File: src/rtl/pump_duty_decoder.sv
// Recovers the pump duty word by counting synchronised high samples over fixed windows.
// Also tracks loop lock across consecutive windows and flags a rail-stuck pump.
module pump_duty_decoder #(
  parameter int unsigned WINDOW     = 40000,
  parameter int unsigned LOCK_TOL   = 4,
  parameter int unsigned LOCK_COUNT = 8
) (
  input  logic        clk_in,
  input  logic        reset_in,
  input  logic        enable,
  input  logic        pump_in,
  output logic [15:0] duty,
  output logic        duty_valid,
  output logic        locked,
  output logic        stuck
);

  typedef enum logic [1:0] {StUnlocked, StTracking, StLocked} lock_state_e;

  localparam logic [15:0] WinLast = 16'(WINDOW - 1);
  localparam logic [15:0] WinFull = 16'(WINDOW);
  localparam logic [16:0] Tol     = 17'(LOCK_TOL);
  localparam logic [7:0]  LockCnt = 8'(LOCK_COUNT);

  logic        s1_q, s2_q;
  logic [15:0] win_cnt_q, win_cnt_d;
  logic [15:0] ones_q, ones_d;
  logic [15:0] prev_q, prev_d;
  logic [7:0]  stable_q, stable_d;
  logic [15:0] duty_q, duty_d;
  logic        valid_q, valid_d;
  logic        stuck_q, stuck_d;
  logic        locked_q, locked_d;
  lock_state_e state_q, state_d;

  logic [15:0]        total;
  logic signed [16:0] diff;
  logic [16:0]        delta;
  logic [7:0]         stable_inc;
  logic               win_end;

  assign total      = ones_q + {15'd0, s2_q};
  assign diff       = $signed({1'b0, total}) - $signed({1'b0, prev_q});
  assign delta      = diff[16] ? 17'(-diff) : 17'(diff);
  assign stable_inc = stable_q + 8'd1;
  assign win_end    = enable && (win_cnt_q == WinLast);

  always_comb begin
    win_cnt_d = win_cnt_q;
    ones_d    = ones_q;
    prev_d    = prev_q;
    stable_d  = stable_q;
    duty_d    = duty_q;
    valid_d   = 1'b0;
    stuck_d   = stuck_q;
    locked_d  = locked_q;
    state_d   = state_q;

    if (!enable) begin
      // Abort: drop the partial window and all lock history, keep the last result.
      win_cnt_d = '0;
      ones_d    = '0;
      stable_d  = '0;
      locked_d  = 1'b0;
      state_d   = StUnlocked;
    end else if (win_end) begin
      duty_d    = total;
      valid_d   = 1'b1;
      stuck_d   = (total == 16'd0) || (total == WinFull);
      win_cnt_d = '0;
      ones_d    = '0;
      prev_d    = total;
      unique case (state_q)
        StUnlocked: begin
          stable_d = '0;
          locked_d = 1'b0;
          state_d  = StTracking;
        end
        StTracking: begin
          if (delta <= Tol) begin
            if (stable_inc >= LockCnt) begin
              stable_d = LockCnt;
              locked_d = 1'b1;
              state_d  = StLocked;
            end else begin
              stable_d = stable_inc;
            end
          end else begin
            stable_d = '0;
          end
        end
        StLocked: begin
          if (delta > Tol) begin
            stable_d = '0;
            locked_d = 1'b0;
            state_d  = StTracking;
          end
        end
        default: state_d = StUnlocked;
      endcase
    end else begin
      ones_d    = total;
      win_cnt_d = win_cnt_q + 16'd1;
    end
  end

  always_ff @(posedge clk_in or posedge reset_in) begin
    if (reset_in) begin
      s1_q      <= 1'b0;
      s2_q      <= 1'b0;
      win_cnt_q <= '0;
      ones_q    <= '0;
      prev_q    <= '0;
      stable_q  <= '0;
      duty_q    <= '0;
      valid_q   <= 1'b0;
      stuck_q   <= 1'b0;
      locked_q  <= 1'b0;
      state_q   <= StUnlocked;
    end else begin
      s1_q      <= pump_in;
      s2_q      <= s1_q;
      win_cnt_q <= win_cnt_d;
      ones_q    <= ones_d;
      prev_q    <= prev_d;
      stable_q  <= stable_d;
      duty_q    <= duty_d;
      valid_q   <= valid_d;
      stuck_q   <= stuck_d;
      locked_q  <= locked_d;
      state_q   <= state_d;
    end
  end

  assign duty       = duty_q;
  assign duty_valid = valid_q;
  assign stuck      = stuck_q;
  assign locked     = locked_q;

endmodule

File: config.mk
export PLATFORM = sky130hd
export DESIGN_NAME = pump_duty_decoder
export DESIGN_NICKNAME = d
export VERILOG_FILES = /design/src/rtl/pump_duty_decoder.sv
export SDC_FILE = /design/constraint.sdc
export NUM_CORES = 1
export LEC_CHECK = 0
export CORE_MARGIN = 2
export CORE_UTILIZATION = 40
export DETAILED_ROUTE_END_ITERATION = 6
export SYNTH_ARGS = -nofsm -noshare
export SYNTH_HDL_FRONTEND = slang
export SYNTH_SLANG_ARGS = --single-unit
File: constraint.sdc
create_clock -name clk_in -period 7.2 [get_ports clk_in]
set_clock_uncertainty 0.15 [all_clocks]
set_input_delay 1.8 -clock clk_in [delete_from_list [all_inputs] [get_ports clk_in]]
set_output_delay 1.8 -clock clk_in [all_outputs]
set_load 0.02 [all_outputs]
==> out/qor.txt, run 1 <==
Outcome: finished, final reports clean
Final wirelength: 9190 um
Clock sink total: 63
FP Rows: 37
Top post-synthesis cells by area: dfrtp_1 (38%), ha_1 (6.3%), xor2_1 (5.0%)
Final HPWL DP: 6940 um
Final hold vios: 0
H-Tree Level Count: 3
Post-synth top area share: 0.377
Worst setup path class: reg -> reg
CP max stage cell: nor4_4
CP max FO: 6
First-pass GRT wire length: 16000 um
DIE HEIGHT: 106 um
Via count: 3451
Maxcap violations: 0
Clk_lat worst skew: 0.34 ns
Post-route ant nets: 0
DRC viols: 0
Post-Layout Cell Count: 645
DRT Pass-1 Iters: 6
Vias/cell: 5.35
Final weighted congestion in routability-driven placement: 0.848
Final setup vio count: 0
Distinct cells, synth: 69
Initial DRC count: 133
GRT overflow: 0
Initial antenna violation count: 0
Worst slew pin tran: 1.00 ns
Routed WL per cell: 14.2 um
Post-CTS Setup Bufs: 0
Data required time of the worst path: 7.34 ns
Slew HR: 0.330
CP Buf/Inv Count: 1
Syn. warnings: 0
Die area: 0.0113 sq mm
Tot GR Track Use: 0.175
Diodes inserted: 0
Vias in the first global route: 3318
Post-synthesis instance area: 0.00418 sq mm
Core area: 0.0102 sq mm
Yosys reg bits: 63
LEAKAGE: 0.00219 uW
Mapped Avg Cell Area: 8.73 sq um
Critical path data arrival time: 5.00 ns
Post-synthesis cell type with the largest combined area: dfrtp_1
# IOs: 23
CP max stage delay: 0.49 ns
Critical path startpoint category: flip-flop
Die X: 106 um
Syn nets: 505
Worst-path cell chain: ha_1 -> ha_1 -> nand2_1 -> nor2_1 -> xnor2_1 -> inv_1 -> ha_1 -> a21oi_1 -> o21ai_0 -> a221oi_2 -> nand3_1 -> a211oi_2 -> a41oi_1 -> o21ai_1 -> o21ai_1 -> nor4_4 -> and4_1 -> mux2_4
Fillers: 1019
Slew Viols, Final: 0
Fmax: 206 MHz
Clock Tree Buf Depth: 2
Hold Crit Class: reg -> reg
Clock Pin Slew Worst Setup and Hold Paths: 0.07 ns
CTS Root Cell: clkbuf_8
Num CTS Buffers: 9
Port bufs: 22
Most common cell on crit path: ha_1
Pin count of the biggest net entering global routing: 64
Cell area after layout: 0.00477 sq mm
Unrepaired setup endpoints after global routing: false
Mapped Cells: 479
Setup TNS Final: 0 ns
Initial Util: 0.409
Crit share post-route: 0.675
CTS tree: yes
Post-Place Cell Area: 0.00455 sq mm
Post-synth EDFFs: 0
CTS Hold Buffers Added: 0
CP Capture Type: flip-flop
Sequential area share after synthesis: 0.377
Fin crit period: 4.86 ns
Cells after DPL: 630
FFs w/ async S/R, synth: 1.00
Fin nets: 531
Pwr/cell area: 162 mW/mm^2
Synth Flop Type: dfrtp_1
Peak VDD IR: 0.000110 V
Area Growth Syn to Fin: 14.0%
Share of cells above drive strength 1: 0.0668
Post-CTS sizing: 0
CP top delay family: compound AO/OA/AOI/OAI gates
Hold_ws: 0.200 ns
layout by cell type, fill, tap and decap left out, types with 4 or more instances in the layout:
cell type | Yosys | routed
a211oi_1 | 4 | 4
a21o_1 | 5 | 5
a21oi_1 | 19 | 19
a31oi_1 | 5 | 5
and2_1 | 11 | 11
and3_1 | 12 | 12
clkbuf_8 | 0 | 10
clkdlybuf4s50_1 | 0 | 22
dfrtp_1 | 63 | 63
ha_1 | 21 | 21
inv_1 | 35 | 34
mux2i_1 | 4 | 4
nand2_1 | 52 | 52
nand2b_1 | 4 | 4
nand3_1 | 20 | 20
nand4_1 | 12 | 12
nor2_1 | 52 | 52
nor2b_1 | 6 | 6
nor3_1 | 7 | 7
nor4_1 | 7 | 6
o21ai_0 | 27 | 27
o22ai_1 | 4 | 4
xnor2_1 | 18 | 18
xor2_1 | 24 | 24
metal layers:
layer,wire (um),share of wire,global-route usage,vias to the layer above
met5,0,0,0,-
met4,127,0.014,0.0658,0
met3,249,0.027,0.0300,10
met2,4150,0.45,0.266,51
met1,4660,0.51,0.250,1648
li1,-,-,-,1742
worst paths after layout:
check	slack, ns	cells after the start	end	startpoint
worst max-delay path	2.34	18	stable_q[0]$_DFFE_PP0P_	s2_q$_DFF_PP0_
worst min-delay path	0.20	0	s2_q$_DFF_PP0_	s1_q$_DFF_PP0_
worst max register to register	2.34	18	stable_q[0]$_DFFE_PP0P_	s2_q$_DFF_PP0_
worst min register to register	0.20	0	s2_q$_DFF_PP0_	s1_q$_DFF_PP0_
max in group asynchronous	4.52	3	duty[2]$_DFFE_PP0P_	reset_in
min in group asynchronous	1.86	3	ones_q[12]$_DFF_PP0_	reset_in
cell usage after synthesis (all sizes together), types with 3 or more instances:
cell	instances
o21ai	30
clkbuf	6
o211ai	3
nor3	8
nand3	20
or4	3
nand2	52
nor4	8
and3	12
a21oi	19
inv	35
xnor2	18
buf	3
nor2	52
nand4	13
xor2	24
a22oi	3
o31ai	3
nand2b	4
or3	3
o21a	4
mux2i	4
nor2b	6
ha	21
a21o	5
and2	11
a31oi	5
a211oi	6
dfrtp	63
o22ai	5
or2	3
through the flow:
stage / util / total power (uW) / setup slack, ns
5_1_grt: 0.466 / 804 / 1.92
4_1_cts: 0.466 / 782 / 2.38
3_5_place_dp: 0.445 / 444 / 2.38
2_1_floorplan: - / 424 / 2.95
3_3_place_gp: 0.445 / 443 / 2.52
6_report: 0.466 / 774 / 2.34
cell families (layout without fill, tap and decap cells):
group | count (synthesis) | after routing | share of synthesized area
xor+xnor | 42 | 42 | 0.0880
simple gates | 203 | 203 | 0.247
mux | 5 | 5 | 0.0132
compound gates | 100 | 100 | 0.166
buf+inv | 44 | 74 | 0.0407
flops | 63 | 63 | 0.377
fa+ha+maj | 22 | 22 | 0.0676
power by group:
part	internal, uW	leakage [uW]	switching (uW)
logic	27.4	0.00123	48.7
registers	358	0.000855	2.88
clock network	203	0.000103	134
total	589	0.00219	186
cell type report:
class / instances / area [sq um] / area share
Sequential cell: 63 / 1580 / 0.331
Inverter: 35 / 131 / 0.0276
Tap cell: 136 / 170 / 0.0357
Multi-Input combinational cell: 372 / 2440 / 0.512
Timing Repair Buffer: 24 / 235 / 0.0493
Clock buffer: 12 / 145 / 0.0304
Clock inverter: 3 / 67.6 / 0.0142
state kept, by name, indices dropped and copies added, names as in the netlist:
register / flops
stable_q: 8
stuck: 1
s1_q: 1
ones_q: 16
state_q: 2
win_cnt_q: 16
s2_q: 1
duty: 16
locked: 1
duty_valid: 1
Power figures use the tool's default switching activity.
==> inputs of run 2 (changes only) <==
==> constraint.sdc (replaced) <==
create_clock -name clk_in -period 4.5 [get_ports clk_in]
set_clock_uncertainty 0.15 [all_clocks]
set_input_delay 1.125 -clock clk_in [delete_from_list [all_inputs] [get_ports clk_in]]
set_output_delay 1.125 -clock clk_in [all_outputs]
set_load 0.02 [all_outputs]
==> out/qor.txt, run 2 (synthesis gave the netlist of run 1 again) <==
Outcome: finished, final reports clean
CP max FO: 6
Worst slew pin tran: 0.982 ns
Hold_ws: 0.254 ns
Fin crit period: 4.33 ns
Final setup vio count: 0
FP Rows: 37
Port bufs: 22
Tot GR Track Use: 0.185
CTS Root Cell: clkbuf_8
Worst-path cell chain: ha_1 -> ha_2 -> nand2_1 -> nor3_2 -> buf_4 -> and3_1 -> xor2_1 -> ha_1 -> nand4_1 -> o221a_2 -> o31ai_1 -> buf_4 -> a21oi_1 -> nand3_1 -> o22ai_1 -> o21ai_1 -> nor4_4 -> and4_1 -> mux2_4
Most common cell after layout, fill and taps aside: dfrtp_1
Vias in the first global route: 3377
Initial Util: 0.409
Clock Pin Slew Worst Setup and Hold Paths: 0.08 ns
Register area: 0.00158 sq mm
Initial DRC count: 160
Maxcap violations: 0
Worst setup path class: reg -> reg
Die area: 0.0113 sq mm
Final wirelength: 10200 um
Clock sink total: 63
CP Buf/Inv Count: 2
CTS tree: yes
Clock Tree Buf Depth: 2
CP max stage delay: 0.41 ns
Crit share post-route: 0.961
Num CTS Buffers: 9
Share of cells above drive strength 1: 0.195
DRT Pass-1 Iters: 4
Slew Viols, Final: 0
LEAKAGE: 0.00239 uW
H-Tree Level Count: 3
Initial antenna violation count: 0
Pwr/cell area: 248 mW/mm^2
Final hold vios: 0
Final Worst Setup Slack: 0.173 ns
Fillers: 960
Die X: 106 um
Setup TNS Final: 0 ns
Routed WL per cell: 15.1 um
Via count: 3534
Critical path startpoint category: flip-flop
Critical path data arrival time: 4.47 ns
Commonest non-fill, non-tap cells in the layout: dfrtp_1 (63), nand2_1 (52), nor2_1 (49)
Vias/cell: 5.24
CP Capture Type: flip-flop
Multi-input gate area: 0.00269 sq mm
DRC viols: 0
Final weighted congestion in routability-driven placement: 0.870
Area Growth Syn to Fin: 25.6%
Data required time of the worst path: 4.64 ns
# IOs: 23
Peak VDD IR: 0.000157 V
Diodes inserted: 0
CP top delay family: simple AND/OR/NAND/NOR gates
CP max stage cell: nor4_4
Pin count of the biggest net entering global routing: 42
Pre-CTS WS: 0.0202 ns
Clk_lat worst skew: 0.35 ns
Slew HR: 0.343
First-pass GRT wire length: 16500 um
Fmax: 231 MHz
Hold Crit Class: reg -> reg
DIE HEIGHT: 106 um
Fin nets: 559
Post-route ant nets: 0
CTS Hold Buffers Added: 0
Final HPWL DP: 7460 um
GRT overflow: 0
Core area: 0.0102 sq mm
==> run 2: area by class of cell <==
type,count,area share
Clock buffer,11,0.0288
Clock inverter,5,0.0164
Timing Repair Buffer,52,0.0848
Inverter,35,0.0250
Sequential cell,63,0.300
Tap cell,136,0.0324
Multi-Input combinational cell,372,0.512
==> run 2: per-stage QoR <==
stage	std cells	instance area, sq um	util	total power [uW]
after floorplan	479	4180	-	678
after global placement	652	4720	0.461	713
after detailed placement	652	4720	0.461	715
after CTS	668	4960	0.485	1310
after global routing	674	5250	0.513	1360
final	674	5250	0.513	1300
==> run 2: worst paths after layout <==
check / startpoint / to / slack, ns / cells after the start
worst max-delay path: s2_q$_DFF_PP0_ / stable_q[0]$_DFFE_PP0P_ / 0.17 / 19
worst min-delay path: s1_q$_DFF_PP0_ / s2_q$_DFF_PP0_ / 0.25 / 0
worst max register to register: s2_q$_DFF_PP0_ / stable_q[0]$_DFFE_PP0P_ / 0.17 / 19
worst min register to register: s1_q$_DFF_PP0_ / s2_q$_DFF_PP0_ / 0.25 / 0
max in group asynchronous: reset_in / duty[2]$_DFFE_PP0P_ / 2.33 / 3
min in group asynchronous: reset_in / ones_q[11]$_DFF_PP0_ / 0.97 / 2
==> run 2: per-layer routing <==
layer / wire length, um / GRT usage / vias up
met3: 247 / 0.0300 / 8
met1: 5110 / 0.263 / 1685
met2: 4680 / 0.281 / 44
li1: - / - / 1797
met4: 127 / 0.0724 / 0
met5: 0 / 0 / -
==> run 2: timing repair <==
item                       in CTS  in global routing
setup buffers                   0                  6
setup endpoints to repair       0                 11
resized for setup               0                 48
==> run 2: where the power goes <==
group / switching, uW / internal, uW / leakage, uW
logic: 86.2 / 50.8 / 0.00141
registers: 5.03 / 573 / 0.000855
clock network: 237 / 348 / 0.000121
==> inputs of run 3 (changes only) <==
--- a/config.mk
+++ b/config.mk
@@ -8,6 +8,7 @@
 export CORE_MARGIN = 2
 export CORE_UTILIZATION = 40
 export DETAILED_ROUTE_END_ITERATION = 6
+export SLEW_MARGIN = 20
 export SYNTH_ARGS = -nofsm -noshare
 export SYNTH_HDL_FRONTEND = slang
 export SYNTH_SLANG_ARGS = --single-unit
==> results of run 3 <==
The final DEF is identical to that of run 2; final timing and power are the same.
